File: config.mk
export PLATFORM = sky130hd
export DESIGN_NAME = grs_round_pipe_flat
export DESIGN_NICKNAME = d
export VERILOG_FILES = /design/src/rtl/fpu_pkg.sv /design/src/rtl/grs_round_pipe_if.sv /design/src/rtl/grs_round_pipe_extract.sv /design/src/rtl/grs_round_pipe.sv /design/src/flat_wrapper.sv
export SDC_FILE = /design/constraint.sdc
export NUM_CORES = 1
export LEC_CHECK = 0
export BUFFER_PORTS_ARGS = -buffer_cell sky130_fd_sc_hd__buf_4
export CAP_MARGIN = 40
export CELL_PAD_IN_SITES_DETAIL_PLACEMENT = 1
export CELL_PAD_IN_SITES_GLOBAL_PLACEMENT = 1
export CORE_AREA = 2 2 129 131
export CTS_CLUSTER_SIZE = 24
export DETAILED_ROUTE_END_ITERATION = 12
export DIE_AREA = 0 0 131 133
export PLACE_DENSITY_LB_ADDON = 0.1
export SLEW_MARGIN = 20
export SYNTH_ARGS = -nofsm -noshare
export SYNTH_HDL_FRONTEND = slang
export SYNTH_SLANG_ARGS = --single-unit
File: constraint.sdc
create_clock -name CLK -period 4 [get_ports CLK]
set_clock_uncertainty 0.1 [all_clocks]
set_input_delay 0.2 -clock CLK [delete_from_list [all_inputs] [get_ports CLK]]
set_output_delay 0.2 -clock CLK [all_outputs]
set_load 0.1 [all_outputs]
File: src/rtl/fpu_pkg.sv
// Shared FP rounding definitions: rounding-mode codes and the
// round-increment decision used by the multiplier and adder paths.
package fpu_pkg;

  localparam logic [1:0] RM_RNE = 2'b00;
  localparam logic [1:0] RM_RTZ = 2'b01;
  localparam logic [1:0] RM_RUP = 2'b10;
  localparam logic [1:0] RM_RDN = 2'b11;

  function automatic logic round_inc(
    input logic       g,
    input logic       r,
    input logic       s,
    input logic       lsb,
    input logic       sign,
    input logic [1:0] rmode
  );
    logic inc;
    logic lost;
    lost = g | r | s;
    inc  = 1'b0;
    unique case (rmode)
      RM_RNE: inc = g & (r | s | lsb);
      RM_RTZ: inc = 1'b0;
      RM_RUP: inc = ~sign & lost;
      RM_RDN: inc = sign & lost;
      default: inc = 1'b0;
    endcase
    return inc;
  endfunction

endpackage

File: src/rtl/grs_round_pipe_if.sv
// Upstream/downstream bundle of the rounding pipe.
// master drives the operands, slave is the pipe itself.
interface grs_round_pipe_if #(
  parameter int MAN_W  = 23,
  parameter int PROD_W = 48
);

  logic              in_valid;
  logic [PROD_W-1:0] product;
  logic              sign;
  logic [1:0]        rmode;
  logic              out_valid;
  logic [MAN_W-1:0]  man_out;
  logic [1:0]        exp_adj;
  logic              inexact;

  modport master (
    output in_valid, product, sign, rmode,
    input  out_valid, man_out, exp_adj, inexact
  );

  modport slave (
    input  in_valid, product, sign, rmode,
    output out_valid, man_out, exp_adj, inexact
  );

endinterface

File: src/rtl/grs_round_pipe_extract.sv
// Guard/round/sticky extraction from a 2.(PROD_W-2) significand,
// normalised on the product MSB.
module grs_extract #(
  parameter int MAN_W  = 23,
  parameter int PROD_W = 48
) (
  input  logic [PROD_W-1:0] product_i,
  output logic [MAN_W-1:0]  mant_o,
  output logic              g_o,
  output logic              r_o,
  output logic              s_o,
  output logic              m_o
);

  logic [PROD_W-2:0] norm;

  // m=0 is handled by a 1-bit left shift so both cases share one slice
  assign m_o    = product_i[PROD_W-1];
  assign norm   = m_o ? product_i[PROD_W-2:0]
                      : {product_i[PROD_W-3:0], 1'b0};
  assign mant_o = norm[PROD_W-2 -: MAN_W];
  assign g_o    = norm[PROD_W-2-MAN_W];
  assign r_o    = norm[PROD_W-3-MAN_W];
  assign s_o    = |norm[PROD_W-4-MAN_W:0];

endmodule

File: src/rtl/grs_round_pipe.sv
// 3-stage GRS extraction and IEEE-754 rounding pipe with global HOLD,
// between the multiplier array and the exponent/packing stage.
module grs_round_pipe
  import fpu_pkg::*;
#(
  parameter int MAN_W  = 23,
  parameter int PROD_W = 48
) (
  input  logic              CLK,
  input  logic              RST,
  input  logic              HOLD,
  grs_round_pipe_if.slave   bus
);

  if (PROD_W < MAN_W + 5) begin : g_bad_width
    $error("grs_round_pipe: PROD_W must be >= MAN_W+5");
  end

  logic              v1_q, v2_q, v3_q;
  logic [PROD_W-1:0] prod1_q;
  logic              sign1_q, sign2_q;
  logic [1:0]        rm1_q, rm2_q;

  logic [MAN_W-1:0]  mant2_d, mant2_q;
  logic              g2_d, r2_d, s2_d, m2_d;
  logic              g2_q, r2_q, s2_q, m2_q;

  logic              inc3;
  logic              c3;
  logic [MAN_W-1:0]  man3_d, man3_q;
  logic [1:0]        adj3_d, adj3_q;
  logic              inx3_d, inx3_q;

  grs_extract #(
    .MAN_W  (MAN_W),
    .PROD_W (PROD_W)
  ) u_extract (
    .product_i (prod1_q),
    .mant_o    (mant2_d),
    .g_o       (g2_d),
    .r_o       (r2_d),
    .s_o       (s2_d),
    .m_o       (m2_d)
  );

  // a carry out of the mantissa leaves man_out all zeros
  always_comb begin
    inc3           = round_inc(g2_q, r2_q, s2_q, mant2_q[0],
                               sign2_q, rm2_q);
    {c3, man3_d}   = {1'b0, mant2_q} + {{MAN_W{1'b0}}, inc3};
    adj3_d         = {1'b0, m2_q} + {1'b0, c3};
    inx3_d         = g2_q | r2_q | s2_q;
  end

  always_ff @(posedge CLK or posedge RST) begin
    if (RST) begin
      v1_q    <= 1'b0;
      prod1_q <= '0;
      sign1_q <= 1'b0;
      rm1_q   <= '0;
    end else if (!HOLD) begin
      v1_q    <= bus.in_valid;
      prod1_q <= bus.product;
      sign1_q <= bus.sign;
      rm1_q   <= bus.rmode;
    end
  end

  always_ff @(posedge CLK or posedge RST) begin
    if (RST) begin
      v2_q    <= 1'b0;
      mant2_q <= '0;
      g2_q    <= 1'b0;
      r2_q    <= 1'b0;
      s2_q    <= 1'b0;
      m2_q    <= 1'b0;
      sign2_q <= 1'b0;
      rm2_q   <= '0;
    end else if (!HOLD) begin
      v2_q    <= v1_q;
      mant2_q <= mant2_d;
      g2_q    <= g2_d;
      r2_q    <= r2_d;
      s2_q    <= s2_d;
      m2_q    <= m2_d;
      sign2_q <= sign1_q;
      rm2_q   <= rm1_q;
    end
  end

  always_ff @(posedge CLK or posedge RST) begin
    if (RST) begin
      v3_q   <= 1'b0;
      man3_q <= '0;
      adj3_q <= '0;
      inx3_q <= 1'b0;
    end else if (!HOLD) begin
      v3_q   <= v2_q;
      man3_q <= man3_d;
      adj3_q <= adj3_d;
      inx3_q <= inx3_d;
    end
  end

  assign bus.out_valid = v3_q;
  assign bus.man_out   = man3_q;
  assign bus.exp_adj   = adj3_q;
  assign bus.inexact   = inx3_q;

endmodule

File: src/flat_wrapper.sv
// flat-port wrapper written by rule: the top's interface ports become plain ports
module grs_round_pipe_flat import fpu_pkg::*;
#(
  parameter int MAN_W  = 23,
  parameter int PROD_W = 48
)
  (CLK, RST, HOLD, bus_in_valid, bus_product, bus_sign, bus_rmode, bus_out_valid, bus_man_out, bus_exp_adj, bus_inexact);
  grs_round_pipe_if #(.MAN_W(MAN_W), .PROD_W(PROD_W)) bus_i ();
  input  logic CLK;
  input  logic RST;
  input  logic HOLD;
  input wire logic [$bits(bus_i.in_valid)-1:0] bus_in_valid;
  input wire logic [$bits(bus_i.product)-1:0] bus_product;
  input wire logic [$bits(bus_i.sign)-1:0] bus_sign;
  input wire logic [$bits(bus_i.rmode)-1:0] bus_rmode;
  output wire logic [$bits(bus_i.out_valid)-1:0] bus_out_valid;
  output wire logic [$bits(bus_i.man_out)-1:0] bus_man_out;
  output wire logic [$bits(bus_i.exp_adj)-1:0] bus_exp_adj;
  output wire logic [$bits(bus_i.inexact)-1:0] bus_inexact;
  assign bus_i.in_valid = bus_in_valid;
  assign bus_i.product = bus_product;
  assign bus_i.sign = bus_sign;
  assign bus_i.rmode = bus_rmode;
  assign bus_out_valid = bus_i.out_valid;
  assign bus_man_out = bus_i.man_out;
  assign bus_exp_adj = bus_i.exp_adj;
  assign bus_inexact = bus_i.inexact;
  grs_round_pipe #(.MAN_W(MAN_W), .PROD_W(PROD_W)) u_core (.CLK(CLK), .RST(RST), .HOLD(HOLD), .bus(bus_i));
endmodule
; Word-level counts from Yosys, hierarchy flattened
; Cells that the tools add are included.
[totals]
regBits = 110
in_bits = 55
out_inout_bits = 27
word_cells = 33
[op_classes]
add_sub_neg = 2
eq_ne = 3
muxes = 2
n_bitwise = 8
reduce_logical = 2
[op_table]
columns = cell, count
row1 = $mux 47, 1
row2 = $add 23x1->24, 1
row3 = $reduce_or 22->1, 1
row4 = $eq 2x2->1 const B, 2
row5 = $or 1x1->1, 4
row6 = $pmux 1 s4, 1
row7 = $and 1x1->1, 3
row8 = $add 1x1->2, 1
row9 = $eq 2x1->1 const B, 1
row10 = $logic_not 2->1, 1
row11 = $not 1->1, 1

; Longest topological paths before layout
[logic_depth]
word_depth = 6
ltp_mapped = 9
ltp_nobuf = 9

; Modules after synthesis
; From an unflattened synthesis, not the netlist that was laid out.
[unflattened]
cells_unflattened = 374
area_unflattened_um2 = 4958.5
[by_module_without_submodules]
columns = mod, instances, cells_each, area_each_um2
row1 = grs_round_pipe, 1, 338, 4583.1
row2 = grs_extract, 1, 36, 375.4

; Least setup slack after synthesis
; Ideal clock, no wire load.
[synth_path]
path_kind = register to register
from = reg u_core.rm2_q[1]
to = reg u_core.adj3_q[0] (netlist: u_core.bus.exp_adj[0])
t_arrival_ps = 2148
path_slack_ps = 1626
path_stages_with_launch = 10
n_path_buf = 0
synth_period_minus_slack_ps = 2374
cell_sequence = dfrtp_1 nand2_1 xnor2_1 nor3_1 ha_1 nand2_1 nor4_4 and4_1 ha_1 mux2_2
[synth_between]
elab_chain_len = 4
[synth_lines]
columns = element, line
row1 = "start, declared", grs_round_pipe.sv:22  ; logic [1:0] rm1_q, rm2_q;
row2 = "start signal, assigned", grs_round_pipe.sv:87  ; rm2_q <= rm1_q;
row3 = "$eq 2x2->1, or another cell as far along", fpu_pkg.sv:22  ; unique case (rmode)
row4 = $pmux 1 s4 *, fpu_pkg.sv:22
row5 = $add 23x1->24 *, grs_round_pipe.sv:50  ; {c3, man3_d} = {1'b0, mant2_q} + {{MAN_W{1'b0}}, inc3};
row6 = $add 1x1->2 *, grs_round_pipe.sv:51  ; adj3_d = {1'b0, m2_q} + {1'b0, c3};
row7 = named net u_core.adj3_d[0], grs_round_pipe.sv:31  ; logic [1:0] adj3_d, adj3_q;
row8 = "end signal, assigned", grs_round_pipe.sv:100  ; adj3_q <= adj3_d;
row9 = "end, declared", grs_round_pipe.sv:31
; Mark *: on every way through the listed nets, which the timed path passes. The rest lies on a longest branch.
; A chain may end at the register's enable or synchronous reset.

; Worst setup path after layout
; Ends and elaborated chain as after synthesis.

==> metrics.md <==
| Metric | Value |
|---|---|
| Min Clock Period, post-route | 2.722 ns |
| Largest net degree at the start of global routing | 72 |
| Worst-path cell chain | nand2_1 > xnor2_1 > nor3_1 > ha_1 > nand2_1 > nor4_4 > and4_1 > ha_1 > mux2_2 |
| Reg-to-reg slack, setup | 1.28 ns |
| TritonCTS Sinks | 110 |
| Setup TNS | 0 ns |
| Leak | about 0.0029 uW |
| Drc violations | 0 |
| Global Route Usage Sum | 0.1397 |
| Vias | 3536 |
| Non-filler instance count after layout | 756 |
| Layout Utilization | 0.4080 |
| EDFF count, synth | 0 |
| Outcome | complete, no violations |
| Post-DP HPWL | 7.722 mm |
| Worst-margin pin slew | 0.8103 ns |
| Area grow syn2layout | 34.86% |
| Chip width | 131 um |
| Final WL | 11.26 mm |
| Worst path slowest cell | nor4_4 |
| MaxCap Viol Count | 0 |
| Htree depth | 3 |
| First drt pass iteration count | 4 |
| Top_reg_cell synth | dfrtp_1 |
| CTS tree | built |
| Post-synthesis net count | 462 |
| Critical path arrival | 2.86 ns |
| Routability cong. | 0.7448 |
| Hold Buf Count CTS | 53 |
| Power density cells | between 400 and 500 nW/um^2 |
| Reg-to-reg endpoint | u_core.bus.exp_adj[0]$_DFFE_PP0N_ |
| Initial DRC Count | 122 |
| Initial antenna violation count | 0 |
| Die Height | 133 um |
| Pins over their slew limit | 0 |
| Filler cell count | 1729 |
| Clock Pin Slew Worst Setup and Hold Paths | 0.07 ns |
| Crit path capture type | flip-flop |
| Worst VDD drop | about 0.28 mV |
| Nets | between 500 and 600 |
| Max clock buf depth | 2 |
| Reg-to-reg startpoint | u_core.rm2_q[1]$_DFFE_PP0N_ |
| Vias per cell | between 4 and 5 |
| Clock Latency Late Sink | roughly 0.35 ns |
| Synth async-reset ratio | 1.000 |
| Yosys Warn Count | 0 |
| Critical Path Max Stage Delay | 0.58 ns |
| ANT nets after route | 0 |
| Global-route wire length before repair | 18.93 mm |
| Register bit count reported by yosys | 110 |
| Full die area | 17420 um^2 |
| Ports | 82 |
| Share of post-route cells with drive strength above 1 | 0.3190 |
| Syn avg cell area | 12.11 um^2 |
| Cell Area, Synth | 4892 um^2 |
| RSZ-0062 raised after global routing | false |
| Critical path buffer and inverter count | 0 |
| CP max FO | 6 |
| Final Hold Fails | 0 |
| Sequential-to-total area share from yosys stat | 0.5627 |
| Peak Freq | 367.4 MHz |
| Yosys cell types | 36 |
| Row Count | 47 |
| Final setup fails | 0 |
| Cell count after synthesis | 404 |
| Antenna cells | 0 |
| Max-slew headroom | 0.4598 |
| Fin crit share | 0.6805 |
| Vias in the first global route | about 3700 |
| Total CTS buffers | 9 |
| Setup Crit Path Kind | reg2reg |
| Post-CTS setup buffers | 0 |
| HP Class | in2async |
| Cell Count Post-Placement | between 600 and 700 |
| Core area | 16170 um^2 |
| Initial core utilization | 0.3025 |
| Worst reg2reg path depth | 9 |
| IO buf count | 81 |
| PostCTS Resize Cnt | 0 |
| CTS root buf | clkbuf_16 |
| Gr ovfl total | 0 |
| Crit-path leading delay family | simple AND/OR/NAND/NOR gates |
| Critical path launch point type | flip-flop |
| Critical Path RT | 4.14 ns |
| WL/cell | 14.89 um |
-- cells by family (layout without fill, tap and decap cells) --
family,after synthesis,in the layout,share of synthesized area
DFF,110,110,0.5627
muxes,93,93,0.2061
adders and majority gates,3,3,0.007673
xor gates and xnor gates,14,14,0.02506
buffers and inverters,28,160,0.02174
AOI/OAI and AO/OA,51,51,0.05832
and+or+nand+nor,105,105,0.1184
-- power breakdown --
part	leakage (uW)	total [uW]	internal [uW]	switching (uW)
Sequential	0.00131	1400	1260	138
Clock	0.000161	976	578	398
Combinational	0.00140	839	285	554
-- tightest hold or removal path, delay by kind of cell --
family                 cells  cell delay, ns
buffers and inverters      3            0.98
-- metrics by stage --
stage / hold slack (ns) / cell area, um^2 / power (uW) / worst slack (ns)
2_1_floorplan: 0.2506 / 4892 / 1999 / 0.7977
3_3_place_gp: 0.1290 / 5744 / 2217 / 1.306
3_5_place_dp: 0.1310 / 5744 / 2231 / 1.259
4_1_cts: 0.2963 / 6598 / 3271 / 1.255
5_1_grt: 0.3500 / 6598 / 3380 / 1.018
6_report: 0.3087 / 6598 / 3213 / 1.278
-- per-layer routing --
layer / wire (um) / global-route usage / up-vias
li1: - / - / 1698
met1: 5417 / 0.1884 / 1781
met2: 5333 / 0.2208 / 47
met3: 359 / 0.03680 / 10
met4: 148 / 0.04078 / 0
met5: 0 / 0 / -
-- worst max-delay path by stage --
| stage | cells past startpoint | end | slack (ns) | from |
|---|---|---|---|---|
| finish | 9 | u_core.bus.exp_adj[0]$_DFFE_PP0N_ | 1.28 | u_core.rm2_q[1]$_DFFE_PP0N_ |
| global route | 9 | u_core.bus.man_out[22]$_DFFE_PP0N_ | 1.02 | u_core.rm2_q[1]$_DFFE_PP0N_ |
| CTS | 9 | u_core.bus.exp_adj[0]$_DFFE_PP0N_ | 1.25 | u_core.rm2_q[1]$_DFFE_PP0N_ |
| detailed placement | 9 | u_core.bus.exp_adj[0]$_DFFE_PP0N_ | 1.26 | u_core.rm2_q[1]$_DFFE_PP0N_ |
| global placement | 9 | u_core.bus.exp_adj[0]$_DFFE_PP0N_ | 1.31 | u_core.rm2_q[1]$_DFFE_PP0N_ |
| floorplan | 1 | u_core.bus.exp_adj[0]$_DFFE_PP0N_ | 0.80 | RST |
-- cell usage after synthesis (all sizes together), types with 6 or more instances --
cell,n,area [um^2]
inv,6,22.52
o21ai,39,195.2
nor4,13,111.4
clkbuf,16,60.06
nor3,6,30.03
mux2,62,698.2
xnor2,10,87.58
nand2,50,187.7
dfrtp,110,2753
nand4,7,73.82
mux2i,31,310.3
nand3,8,40.04
buf,6,23.77
-- cell usage in the layout, fill, tap and decap left out, drive strengths merged, types with 4 or more instances in the layout --
| master | count |
|---|---|
| inv | 6 |
| mux2 | 62 |
| nor2 | 5 |
| xnor2 | 10 |
| dfrtp | 110 |
| nor2b | 5 |
| a22oi | 5 |
| buf | 86 |
| and4 | 4 |
| nor4 | 13 |
| nand2 | 50 |
| nand4 | 7 |
| nor3 | 6 |
| xor2 | 4 |
| mux2i | 31 |
| nand3 | 8 |
| dlygate4sd3 | 53 |
| o21ai | 39 |
| clkbuf | 11 |
-- layout make-up --
type,count,area [um^2],share of cell area
Sequential cell,110,2753,0.4172
Multi-Input combinational cell,266,2033,0.3082
Timing Repair Buffer,139,1189,0.1802
Tap cell,220,275.3,0.04172
Clock buffer,11,252.7,0.03831
Clock inverter,4,70.07,0.01062
Inverter,6,25.02,0.003793
-- sequential cells by signal, indices dropped and copies added (netlist names), 2 cells and up --
name	count
u_core.bus.exp_adj	2
u_core.rm1_q	2
u_core.bus.man_out	23
u_core.prod1_q	48
u_core.rm2_q	2
u_core.mant2_q	23
Note: power is estimated with default switching activity, not from simulation.
